**src/rtl/psum_accumulator.sv**
```systemverilog
// Output-pixel accumulator: sums a run of signed group sums on top of a bias,
// then rounds, optionally ReLUs and saturates to an 8-bit activation.
module psum_accumulator #(
  parameter int IN_W   = 18,
  parameter int ACC_W  = 24,
  parameter int BIAS_W = 16,
  parameter int OUT_W  = 8
) (
  input  logic                     clk,
  input  logic                     rst_n,
  input  logic                     clr,
  input  logic                     start,
  input  logic [5:0]               num_terms,
  input  logic signed [BIAS_W-1:0] bias_in,
  input  logic [3:0]               shift,
  input  logic                     relu_en,
  input  logic                     psum_valid,
  input  logic signed [IN_W-1:0]   psum_in,
  output logic                     psum_ready,
  output logic                     out_valid,
  input  logic                     out_ready,
  output logic signed [OUT_W-1:0]  out_data,
  output logic                     busy
);

  typedef enum logic [1:0] {S_IDLE, S_ACCUM, S_OUT} state_t;

  localparam logic signed [ACC_W-1:0] OUT_MAX = ACC_W'(2 ** (OUT_W - 1) - 1);
  localparam logic signed [ACC_W-1:0] OUT_MIN = -ACC_W'(2 ** (OUT_W - 1));

  state_t                    state;
  logic signed [ACC_W-1:0]   acc;
  logic [5:0]                cnt;
  logic [5:0]                n_terms;
  logic [3:0]                shift_q;
  logic                      relu_q;
  logic signed [ACC_W-1:0]   acc_sum;

  // Round half up, arithmetic shift, optional ReLU, then saturate to OUT_W.
  function automatic logic signed [OUT_W-1:0] quantize(
    input logic signed [ACC_W-1:0] v,
    input logic [3:0]              sh,
    input logic                    relu
  );
    logic signed [ACC_W-1:0] rnd;
    logic signed [ACC_W-1:0] r;
    r = v;
    if (sh != 4'd0) begin
      rnd = ACC_W'(1) << (sh - 4'd1);
      r   = v + rnd;
      r   = r >>> sh;
    end
    if (relu && r < 0) r = '0;
    if (r > OUT_MAX)      r = OUT_MAX;
    else if (r < OUT_MIN) r = OUT_MIN;
    return r[OUT_W-1:0];
  endfunction

  assign acc_sum    = acc + ACC_W'(psum_in);
  assign psum_ready = (state == S_ACCUM);
  assign busy       = (state != S_IDLE);

  // NOTE: all state below is updated with non-blocking assignments so every
  // register sees the pre-edge values of the others, whatever the statement order.
  always_ff @(posedge clk or negedge rst_n) begin
    if (!rst_n) begin
      state     <= S_IDLE;
      acc       <= '0;
      cnt       <= '0;
      n_terms   <= '0;
      shift_q   <= '0;
      relu_q    <= 1'b0;
      out_valid <= 1'b0;
      out_data  <= '0;
    end else if (clr) begin
      state     <= S_IDLE;
      acc       <= '0;
      cnt       <= '0;
      out_valid <= 1'b0;
      out_data  <= '0;
    end else begin
      case (state)
        S_IDLE: begin
          if (start && num_terms != 6'd0) begin
            n_terms <= num_terms;
            shift_q <= shift;
            relu_q  <= relu_en;
            acc     <= ACC_W'(bias_in);
            cnt     <= '0;
            state   <= S_ACCUM;
          end
        end
        S_ACCUM: begin
          if (psum_valid) begin
            acc <= acc_sum;
            cnt <= cnt + 6'd1;
            // The last term is folded in combinationally so the result lands one edge later.
            if (cnt == n_terms - 6'd1) begin
              out_data  <= quantize(acc_sum, shift_q, relu_q);
              out_valid <= 1'b1;
              state     <= S_OUT;
            end
          end
        end
        S_OUT: begin
          if (out_ready) begin
            out_valid <= 1'b0;
            state     <= S_IDLE;
          end
        end
        default: state <= S_IDLE;
      endcase
    end
  end

endmodule

```
**config.mk**
```make
export PLATFORM = sky130hd
export DESIGN_NAME = psum_accumulator
export DESIGN_NICKNAME = d
export VERILOG_FILES = /design/src/rtl/psum_accumulator.sv
export SDC_FILE = /design/constraint.sdc
export NUM_CORES = 1
export LEC_CHECK = 0
export BUFFER_PORTS_ARGS = -buffer_cell sky130_fd_sc_hd__buf_2
export CORE_MARGIN = 1.5
export CORE_UTILIZATION = 58
export CTS_CLUSTER_SIZE = 16
export DETAILED_ROUTE_END_ITERATION = 10
export GPL_ROUTABILITY_DRIVEN = 0
export HOLD_SLACK_MARGIN = 0.03
export PLACE_DENSITY = 0.76
export SLEW_MARGIN = 10
export SYNTH_ARGS = -nofsm -noshare
export SYNTH_HDL_FRONTEND = slang
export SYNTH_SLANG_ARGS = --single-unit
```
**constraint.sdc**
```tcl
create_clock -name clk -period 14.9 [get_ports clk]
set_clock_uncertainty 0.2 [all_clocks]
set_input_delay 2.98 -clock clk [delete_from_list [all_inputs] [get_ports clk]]
set_output_delay 2.98 -clock clk [all_outputs]
set_load 0.005 [all_outputs]
```
==> results by group <==
Status
  – Status: finished clean

Final layout
  – Finished Core Util: 64.22%
  – Most common cell after layout, fill and taps aside: nand2_1
  – Post-route cell area: 7746 µm²
  – Multi-input logic area: 5619 µm²
  – # fillers: 1107
  – Nets: 1079
  – Share of cells above drive strength 1: 12.66%
  – Area Overhead vs Synth: 7.801%
  – Antenna cells: 0
  – Register area: 1301 µm²
  – Most frequent cells in the layout: nand2_1 (125), nor2_1 (109), o21ai_0 (76)

Floorplanning
  – Core area: 12060 µm²
  – Starting Density: 59.57%
  – Chip Width: 114.3 µm
  – I/O Pins: 62
  – Die Ht: 114.3 µm
  – FP Rows: 40
  – DIE AREA: 13070 µm²

Drt
  – Remaining DRCs: 0
  – Via count: 7949
  – Initial DRC count: 979
  – ANT nets after route: 0
  – Final WL: 22930 µm
  – WL per Instance: 19.85 µm
  – Via density per instance: 6.882
  – 1st-pass router iterations: 5

STA
  – Final period util: 63.03%
  – Setup_tns: 0 ns
  – Slew headroom: 28.10%
  – RSZ-0062 raised after global routing: no
  – Worst slew pin tran: 1.065 ns
  – Final min period: 9.391 ns
  – Final Hold Fails: 0
  – Max Fclk: 0.1065 GHz
  – Max-slew violations: 0
  – # setup viols final: 0

Critical path
  – Crit Path Category: primary input to flop
  – Worst EP arrival: 9.41 ns
  – Crit-path max FO: 12
  – CP max stage delay: 0.64 ns
  – Setup crit end kind: flop
  – Startpoint types: primary input
  – Critical path's slowest cell: a21boi_1
  – Required time of the critical path: 14.92 ns

Yosys
  – Syn Nets: 1051
  – #FFs+latches synth: 52
  – Register area share after synthesis: 18.11%
  – Post-Syn Area: 7186 µm²
  – Total number of yosys warnings: 0
  – Cell type with the largest total area after synthesis: dfrtp_1
  – Average size of a mapped cell: 7.501 µm²
  – Area contributors post-synth: dfrtp_1 (18%), ha_1 (7.0%), nand2_1 (6.5%)
  – Post-synth ARST share: 100.0%
  – Yosys top cell area share: 18.11%
  – Cells after Synth: 958
  – Number of synthesized flops with an enable pin: 0
  – Ys flop type: dfrtp_1
  – Yosys cell types: 94

Global routing
  – Largest net degree at the start of global routing: 53
  – Grt total ovfl: 0
  – GRT Resource Usage Total: 35.74%
  – Vias in the first global route: 7388
  – First-pass GRT wire length: 37100 µm
  – Initial antenna violation count: 0

Clock tree
  – Postcts setup bufs: 0
  – Clock latency on the worst-skew pair: 0.32 ns
  – Hold buffer count at cts: 0
  – H-Tree Depth: 2
  – CTS tree: done
  – Maximum clock path buffer count: 2
  – Root buffer cell: clkbuf_16
  – Clock transition at the registers of the reported paths: 0.08 ns
  – CTS Buf Count: 5
  – Post-CTS sizing: 0
  – Sinks on Clock Net: 52

Placed design
  – HPWL Detailed: 17410 µm
  – IO Port Bufs: 61
  – DP Area: 7590 µm²

Job
  – Max-Cap Viols: 0

Min path
  – Hold crit path type: flop to flop
==> synthesized netlist by cell type, drive strengths merged (14+ instances only) <==
master,instances
nand2,125
nor2,111
o21ai,83
a21oi,64
dfrtp,52
ha,40
clkbuf,36
xnor2,33
nor3,27
a211oi,24
o211ai,24
inv,23
nand3,22
mux2i,20
a22o,15
xor2,14
==> path summary, 6_finish.rpt <==
path	from	end	slack [ns]	cells after the start
worst max-delay path	psum_in[4]	out_data[4]	5.51	26
worst min-delay path	acc[2]	acc[2]	0.29	2
worst max register to register	acc[3]	out_data[4]	7.89	25
worst min register to register	acc[2]	acc[2]	0.29	2
max in group asynchronous	rst_n	out_data[3]	11.41	2
min in group asynchronous	rst_n	acc[17]	2.59	2
==> layout make-up <==
class	instances	share of cell area, %
clock buffers	6	1.793
clock inverters	2	0.2261
flip-flops and latches	52	16.80
inverters	25	1.211
multi-input cells	833	72.54
repair buffers	69	4.717
well taps	168	2.714
==> per-stage QoR <==
step           std cells  setup slack (ns)  hold slack [ns]
4_1_cts             1155             5.627           0.2918
5_1_grt             1155             5.157           0.3069
2_1_floorplan        958             6.283           0.2473
3_3_place_gp        1147             5.594           0.2707
3_5_place_dp        1147             5.307           0.2741
6_report            1155             5.509           0.2885
==> critical path, delay by kind of cell <==
kind	cells	cell delay (ns)
AO/OA/AOI/OAI	15	3.96
XOR/XNOR	1	0.15
adder cells (fa/ha/maj)	2	0.62
buffers and inverters	1	0.10
AND/OR/NAND/NOR	7	1.58
==> state kept, by name, summed over array words and instances (netlist names) <==
| signal | flops |
|---|---|
| acc | 24 |
| out_data | 8 |
| cnt | 6 |
| n_terms | 6 |
| shift_q | 4 |
| state | 2 |
| out_valid | 1 |
| relu_q | 1 |
==> cells by family after synthesis <==
group           after synthesis  share of synthesized area [%]
simple gates                377                          25.49
compound gates              332                          32.74
buf+inv                      73                          3.918
flops                        52                          18.11
xor+xnor                     48                          6.147
fa+ha+maj                    43                          7.679
mux                          33                          5.920
==> layer usage <==
metal  track usage (%)  wire length (µm)  vias up
li1                  -                 -     3699
met1             45.83              9281     3670
met2             57.91             10270      486
met3             6.935              2304       94
met4             17.25              1069        0
met5                 0                 0        -
Power is left out: the tool's default activity adds up to more than one toggle a clock period on the data nets, which glitch-free logic cannot reach.
